$ cat src/rtl/key_expander.sv
// AES key-schedule writer: expands a 128/192/256-bit key one word per cycle and
// streams packed 128-bit round keys to the round-key memory controller.

module key_sbox (
    input  logic [7:0] x,
    output logic [7:0] y
);
    function automatic logic [7:0] gmul(input logic [7:0] a, input logic [7:0] b);
        logic [7:0] p;
        logic [7:0] aa;
        p  = 8'h00;
        aa = a;
        for (int n = 0; n < 8; n++) begin
            if (b[n]) p = p ^ aa;
            aa = {aa[6:0], 1'b0} ^ (aa[7] ? 8'h1b : 8'h00);
        end
        return p;
    endfunction

    logic [7:0] sq;
    logic [7:0] inv;

    // inverse as x^254 = x^2 * x^4 * ... * x^128; maps 0 to 0 as AES requires
    always_comb begin
        sq  = x;
        inv = 8'h01;
        for (int n = 1; n < 8; n++) begin
            sq  = gmul(sq, sq);
            inv = gmul(inv, sq);
        end
        y = inv ^ {inv[6:0], inv[7]} ^ {inv[5:0], inv[7:6]} ^ {inv[4:0], inv[7:5]}
              ^ {inv[3:0], inv[7:4]} ^ 8'h63;
    end
endmodule

module key_expander (
    input  logic         clk,
    input  logic         rst,
    input  logic         start,
    input  logic [1:0]   mode,
    input  logic [255:0] key,
    output logic [127:0] rkey_out,
    output logic         wr_enable,
    output logic         increase,
    output logic         init,
    output logic         keygen,
    output logic         last_key,
    output logic         busy,
    output logic         done
);
    typedef enum logic [1:0] {IDLE, INIT, GEN, DONE} state_t;

    state_t      state;
    logic [31:0] win [8];
    logic [95:0] asm_reg;
    logic [5:0]  idx;
    logic [5:0]  nw;
    logic [2:0]  jdx;
    logic [3:0]  nk;
    logic [7:0]  rcon;
    logic        fin;

    logic [31:0] prev, back, sub_in, sub_out, temp, word;

    function automatic logic [7:0] xtime(input logic [7:0] v);
        return {v[6:0], 1'b0} ^ (v[7] ? 8'h1b : 8'h00);
    endfunction

    // window: win[7] is w[i-1], win[8-Nk] is w[i-Nk]; win[0] holds key word i while i < Nk
    always_comb begin
        prev = win[7];
        case (nk)
            4'd6:    back = win[2];
            4'd8:    back = win[0];
            default: back = win[4];
        endcase
        sub_in = (jdx == 3'd0) ? {prev[23:0], prev[31:24]} : prev;
        temp   = prev;
        if (jdx == 3'd0)
            temp = sub_out ^ {rcon, 24'h0};
        else if (nk == 4'd8 && jdx == 3'd4)
            temp = sub_out;
        word = (idx < {2'b00, nk}) ? win[0] : (back ^ temp);
    end

    for (genvar b = 0; b < 4; b++) begin : g_sbox
        key_sbox u_sbox (.x(sub_in[8*b +: 8]), .y(sub_out[8*b +: 8]));
    end

    always_ff @(posedge clk or posedge rst) begin
        if (rst) begin
            state     <= IDLE;
            rkey_out  <= '0;
            wr_enable <= 1'b0;
            increase  <= 1'b0;
            init      <= 1'b0;
            keygen    <= 1'b0;
            last_key  <= 1'b0;
            busy      <= 1'b0;
            done      <= 1'b0;
            asm_reg   <= '0;
            idx       <= '0;
            jdx       <= '0;
            nk        <= 4'd4;
            nw        <= 6'd44;
            rcon      <= 8'h01;
            fin       <= 1'b0;
            for (int k = 0; k < 8; k++) win[k] <= '0;
        end else begin
            case (state)
                IDLE: begin
                    done <= 1'b0;
                    if (start) begin
                        state  <= INIT;
                        init   <= 1'b1;
                        keygen <= 1'b1;
                        busy   <= 1'b1;
                        case (mode)
                            2'h2:    begin nk <= 4'd6; nw <= 6'd52; end
                            2'h3:    begin nk <= 4'd8; nw <= 6'd60; end
                            default: begin nk <= 4'd4; nw <= 6'd44; end
                        endcase
                        for (int k = 0; k < 8; k++) win[k] <= key[255 - 32*k -: 32];
                    end
                end
                INIT: begin
                    init  <= 1'b0;
                    idx   <= '0;
                    jdx   <= '0;
                    rcon  <= 8'h01;
                    state <= GEN;
                end
                GEN: begin
                    for (int k = 0; k < 7; k++) win[k] <= win[k+1];
                    win[7]    <= word;
                    asm_reg   <= {asm_reg[63:0], word};
                    idx       <= idx + 6'd1;
                    jdx       <= ({1'b0, jdx} == nk - 4'd1) ? 3'd0 : jdx + 3'd1;
                    if (idx >= {2'b00, nk} && jdx == 3'd0) rcon <= xtime(rcon);
                    wr_enable <= (idx[1:0] == 2'd3);
                    increase  <= (idx[1:0] == 2'd3);
                    if (idx[1:0] == 2'd3) rkey_out <= {asm_reg, word};
                    if (idx == nw - 6'd1) begin
                        state    <= DONE;
                        last_key <= 1'b1;
                        fin      <= 1'b0;
                    end
                end
                DONE: begin
                    // first cycle carries the final write, second carries done
                    if (!fin) begin
                        wr_enable <= 1'b0;
                        increase  <= 1'b0;
                        last_key  <= 1'b0;
                        keygen    <= 1'b0;
                        done      <= 1'b1;
                        fin       <= 1'b1;
                    end else begin
                        done  <= 1'b0;
                        busy  <= 1'b0;
                        state <= IDLE;
                    end
                end
                default: state <= IDLE;
            endcase
        end
    end
endmodule

$ cat config.mk
export PLATFORM = sky130hd
export DESIGN_NAME = key_expander
export DESIGN_NICKNAME = d
export VERILOG_FILES = /design/src/rtl/key_expander.sv
export SDC_FILE = /design/constraint.sdc
export NUM_CORES = 2
export LEC_CHECK = 0
export BUFFER_PORTS_ARGS = -buffer_cell sky130_fd_sc_hd__buf_2
export CELL_PAD_IN_SITES_DETAIL_PLACEMENT = 1
export CELL_PAD_IN_SITES_GLOBAL_PLACEMENT = 1
export CORE_ASPECT_RATIO = 0.7
export CORE_MARGIN = 4
export CORE_UTILIZATION = 40
export DETAILED_ROUTE_END_ITERATION = 7
export GPL_ROUTABILITY_DRIVEN = 1
export PLACE_DENSITY_LB_ADDON = 0.1
export SKIP_LAST_GASP = 1
export SLEW_MARGIN = 10
export SYNTH_ARGS = -nofsm -noshare
export SYNTH_HDL_FRONTEND = slang
export SYNTH_SLANG_ARGS = --single-unit
$ cat constraint.sdc
create_clock -name clk -period 20 [get_ports clk]
set_input_delay 2 -clock clk [delete_from_list [all_inputs] [get_ports clk]]
set_output_delay 2 -clock clk [all_outputs]
set_load 0.01 [all_outputs]
# After elaboration in Yosys (flattened, before gate mapping)
# Cells that the tools add are included.
# classes
reduce_logical,20
mux,844
bitwise_logic,779
n_lt_le_gt_ge,2
n_eq_ne,16
n_addsub,4
# ops
op,count
$xor 8x8->8,744
$mux 8,421
$mux 5,369
$pmux 256 s2,1
$mux 256,1
$mux 32,4
$pmux 32 s2,1
$xor 32x32->32,2
$mux 7,4
$not 1->1 const A,28
$mux 6,4
$mux 4,4
$not 4->4,4
$pmux 8 s2,1
$mux 3,5
$mux 2,7
$pmux 1 s2,7
$reduce_and 2->1,7
$pmux 6 s2,1
$reduce_and 3->1,4
$eq 2x2->1 const B,5
$mux 1,10
$ne 2x2->1 const B,5
$pmux 5 s2,1
other kinds (20),25
# totals
output_inout_bits,135
register_bits,516
word_cells,1688

# Logic depth before layout (Yosys ltp)
# depth
ltp_word,139
ltp_mapped,83
depth_no_buf,68

# Modules after synthesis
# From an unflattened synthesis, not the netlist that was laid out.
# hier_totals
hier_cells,9903
hier_area_um2,85100.4
# modules_own_cells
module,cells_per_inst,area_per_inst_um2,n_inst
key_sbox,1942,15220.8,4
key_expander,2135,24217.0,1

# Least setup slack after synthesis
# Ideal clock, no wire load.
# synth_timing
path_type,reg-to-reg
start,register jdx[0]
end,"register win, in the netlist prev[16]"
path_buffers,10
period_less_slack_ns,17.816
arrival_ns,17.684
setup_ns,0.132
slack_ns,2.184
stages_incl_launch_ff,75
cell_sequence,dfrtp_1 > inv_1 > ha_1 > nor2b_1 > buf_2 > buf_6 > buf_6 > mux2i_1 > inv_1 > buf_2 > ha_1 > clkbuf_1 > and2_1 > xnor2_1 > clkinv_1 > clkbuf_1 > clkbuf_1 > ha_1 > [39 not listed] > or2_2 > buf_2 > a311oi_2 > xnor2_1 > xnor3_1 > xnor2_1 > mux2i_1 > a22oi_1 > xnor3_1 > xor2_1 > xnor3_2 > xnor2_1 > a21oi_1 > xnor2_1 > mux2i_1 > nand2b_1 > a21boi_1 > o21ai_1
# synth_via
elab_chain_cells,136
word_cells_on_any_way,400
cone_classes,eq/ne (1); mux (208); bitwise (189); reduce/logical (2)
# synth_lines
item,line,source
from (decl),58,logic [2:0] jdx;
from (signal assigned),138,"jdx <= ({1'b0, jdx} == nk - 4'd1) ? 3'd0 : jdx + 3'd1;"
$logic_not 3->1,"77, 79",
$mux 32,77,"sub_in = (jdx == 3'd0) ? {prev[23:0], prev[31:24]} : prev;"
$mux 5 (tied with other cells),15,"aa = {aa[6:0], 1'b0} ^ (aa[7] ? 8'h1b : 8'h00);"
$xor 8x8->8 (on tied branches),"15, 14",
$xor 8x8->8 or $mux 8 (tied branches),14,if (b[n]) p = p ^ aa;
$mux 8 or $xor 8x8->8 (tied branches),14,
$xor 8x8->8 or $mux 8 (tied branches),14,
$mux 8 or $xor 8x8->8 (tied branches),14,
[118 not listed],n/a,
$xor 8x8->8 (3 in a row),31,"y = inv ^ {inv[6:0], inv[7]} ^ {inv[5:0], inv[7:6]} ^ {inv[4:0], inv[7:5]}"
$xor 8x8->8,32,"^ {inv[3:0], inv[7:4]} ^ 8'h63;"
$not 4->4 (no source line),n/a,
$mux 32 or $xor 32x32->32 (tied branches),"81, 80",
$mux 32 *,79,if (jdx == 3'd0)
$xor 32x32->32 *,83,"word = (idx < {2'b00, nk}) ? win[0] : (back ^ temp);"
$mux 32 *,83,
$pmux 256 s2 *,110,case (state)
to (decl),54,logic [31:0] win [8];
# Mark *: on every way between the ends. The rest lies on a longest branch, timed or not.
# A chain may end at the register's enable or synchronous reset.

# Worst setup path in the final report
# layout_timing
start,register jdx[0]
end,"register win, in the netlist prev[6]"
# layout_via
elab_chain_cells,136
word_cells_on_any_way,400
cone_classes,eq/ne (1); mux (208); bitwise (189); reduce/logical (2)
# layout_lines
item,line
$logic_not 3->1,"77, 79"
$mux 32,77
$mux 5,15
$xor 8x8->8,15
$xor 8x8->8,14
$mux 8,14
$xor 8x8->8,14
$mux 8,14
[118 not listed],n/a
$xor 8x8->8 (3 in a row),31
$xor 8x8->8,32
$not 4->4 (no source line),n/a
$mux 32 or $xor 32x32->32 (tied branches),"81, 80"
$mux 32 *,79
$xor 32x32->32 *,83
$mux 32 *,83
$pmux 256 s2 *,110
# Marked as above.

==> flow_summary_export.csv <==
group,metric,value,unit
status,status,"finished, final reports clean",
clock_network,clk_pin_slew,0.08,ns
die,ios,396,
sta,slew_viol_final,0,
placed_design,routabilityCongestion,0.8994,
clock_network,ctsRootBufferMaster,"clkbuf_16",
worst_setup_path,r2r-end,"prev[6]",
detailed_routing,drt-met1-wl,164400,um
logic_synthesis,synth_seq_cells,511,
worst_setup_path,slowest_delay,0.65,ns
detailed_routing,routed.top_layer,"met5",
die,die_h,392.2,um
cells_and_area,area_delta_synth_final,11.83,%
detailed_routing,wl_met2,147500,um
detailed_routing,drt-vias-per-instance,5.944,
min_path,min_from,"rkey_out[11]",
logic_synthesis,yosys_most_used_dff,"dfrtp_1",
worst_setup_path,r2r_cells,68,
sta,tightest_slew,1.228,ns
min_path,whs_path_depth,2,
cells_and_area,final_common_cell,"xnor2_1",
clock_network,clk_latency,0.61,ns
clock_network,clkSinkCount,511,
die,start_util,0.4040,
sta,rsz0062_at_grt,"true",
cells_and_area,fillCellCount,25240,
min_path,hold_class,"register to register",
logic_synthesis,async_flop_share,1.000,
global_routing,grt-ovfl-total,0,
sta,finClkSkew,0.02455,ns
cells_and_area,largest_register_ffs,224,
worst_setup_path,worstPathArrival,19.75,ns
clock_network,clockBufferDepth,3,
cells_and_area,nNetsFinal,11210,
clock_network,cts_made_buffers,44,
global_routing,grt_max_degree,160,
placed_design,dp_slack,-0.7096,ns
sta,period_share,0.9625,
detailed_routing,avgRoutedWirePerCell,24.32,um
sta,hold_viol,0,
global_routing,grt_pass1_wl,512300,um
worst_setup_path,timing.rr.start,"jdx[0]",
sta,relSlewSlack,0.1751,
detailed_routing,ant_nets,0,
logic_synthesis,postSynthNetCount,10950,
worst_setup_path,endpoint_kind,"register",
global_routing,antenna_found_initial,47,
logic_synthesis,synth_cell_types,127,
sta,finalCriticalPeriod,19.25,ns
worst_setup_path,cp_max_fo,89,
logic_synthesis,syn_area,0.08436,sq mm
die,dieArea,0.2184,sq mm
worst_setup_path,path_class,"register to register",
detailed_routing,drc_errors,0,
run,drv_cap,0,
clock_network,cts_tree,"yes",
min_path,min_to,"rkey_out[11]",
cells_and_area,final_cell_mix,"xnor2_1, nor2_1, nand2_1",
worst_setup_path,cp_common_cell,"xnor3_1",
die,rows,140,
detailed_routing,via_count,81680,
sta,setup_viol,0,
detailed_routing,drt_first_pass_iters,5,
sta,max_clock_freq,0.05195,GHz
worst_setup_path,slowest_stage,"xnor3_1",
logic_synthesis,synth_enable_flop_cells,0,
cells_and_area,drive_above_1_share,0.1572,
global_routing,first_global_vias,81250,
logic_synthesis,syn_area_per_cell,7.921,sq um
worst_setup_path,worstPathRequired,20.50,ns
die,fp.dieW,556.9,um
worst_setup_path,rrSetupSlack,0.75,ns
placed_design,port_buffers,395,
logic_synthesis,yosysSeqAreaShare,0.1516,
placed_design,dp_hpwl,252200,um
die,coreArea,0.2088,sq mm
logic_synthesis,synth_cells,10650,
worst_setup_path,start_kind,"register",
sta,worst_slack,0.7502,ns
global_routing,track_usage,0.2932,
detailed_routing,wirelength,334200,um
detailed_routing,dr.first_iter.drc_count,7128,
detailed_routing,met3_length,16690,um
logic_synthesis,synth_warnings,0,
clock_network,ctsHtreeMaxLevel,2,
-- logic make-up (layout without fill, tap and decap cells) --
group	count (synthesis)	in the layout	synth area share
and+or+nand+nor	3524	3524	0.1831
xor gates and xnor gates	2663	2665	0.3498
AOI/OAI and AO/OA	2309	2309	0.1765
buffers and inverters	883	1171	0.04349
muxes	717	717	0.08914
DFF	511	511	0.1516
adders and majority gates	43	43	0.006318
other	0	32	0
-- worst max-delay path by stage --
stage                start  endpoint  slack, ns
global route        jdx[0]   prev[5]      -0.15
CTS                 jdx[0]  prev[12]       0.02
detailed placement  jdx[0]  prev[12]      -0.71
finish              jdx[0]   prev[6]       0.75
global placement    jdx[0]  prev[26]      -0.29
floorplan           jdx[0]  prev[16]       2.18
-- cell usage after synthesis (61+ instances only) --
master / n / area [sq um]
xor2_1: 502 / 4397
buf_2: 133 / 665.6
a31oi_1: 82 / 513.0
and3_1: 61 / 381.6
xnor2_1: 1669 / 14620
nand3_1: 258 / 1291
nand2b_1: 69 / 431.7
a21oi_1: 710 / 3553
inv_1: 107 / 401.6
xnor2_2: 96 / 1562
and2_1: 61 / 381.6
nor3_1: 240 / 1201
mux2i_1: 488 / 4885
o21ai_0: 462 / 2312
a211oi_1: 101 / 758.2
nand2_1: 935 / 3510
nor2_1: 1555 / 5837
dfrtp_1: 508 / 12710
mux2_2: 215 / 2421
o211ai_1: 77 / 578.1
xnor3_1: 291 / 6554
clkbuf_1: 526 / 1974
or3_1: 64 / 400.4
o22ai_1: 122 / 763.2
-- routing by layer --
layer | up-vias | GRT usage
li1 | 37650 | -
met4 | 10 | 0.04778
met2 | 2167 | 0.4532
met5 | - | 0
met1 | 41550 | 0.4506
met3 | 297 | 0.02071
-- cell type report --
type / count / area (sq um) / area share
Antenna cell: 32 / 80.08 / 0.0008489
Tap cell: 2769 / 3465 / 0.03673
Multi-Input combinational cell: 9258 / 69700 / 0.7389
Clock inverter: 12 / 209.0 / 0.002215
Sequential cell: 511 / 12790 / 0.1356
Timing Repair Buffer: 953 / 6260 / 0.06636
Clock buffer: 67 / 1299 / 0.01377
Inverter: 139 / 529.3 / 0.005611
-- timing repair --
item                                    CTS  global route
endpoints found under the setup margin   59            94
gates resized for setup                  25           170
hold buffers                              0             0
gates cloned                              0             2
setup buffers                             0            49
pin swaps                                 1            18
-- metrics by stage --
stage	cells	TNS, ns	hold WS (ns)	util	cell area, sq um
after CTS	13660	0	0.4828	0.4439	92680
after global placement	13580	-1.544	0.4617	0.4357	90980
final	13740	0	0.4845	0.4518	94330
after detailed placement	13580	-10.90	0.4658	0.4358	90990
after global routing	13730	-0.7161	0.4996	0.4517	94320
after floorplan	10650	0	0.4631	-	84360
-- worst max-delay path: cells and delay by family, from the launching register on --
family	cells	cell delay, ns
buffers and inverters	10	1.80
AO/OA/AOI/OAI	10	2.48
multiplexers	2	0.71
adder cells (fa/ha/maj)	4	1.37
AND/OR/NAND/NOR	10	1.48
XOR/XNOR	32	10.81
flip-flops	1	0.38
Power is left out: the tool's default activity adds up to more than one toggle a clock period on the data nets, which glitch-free logic cannot reach.
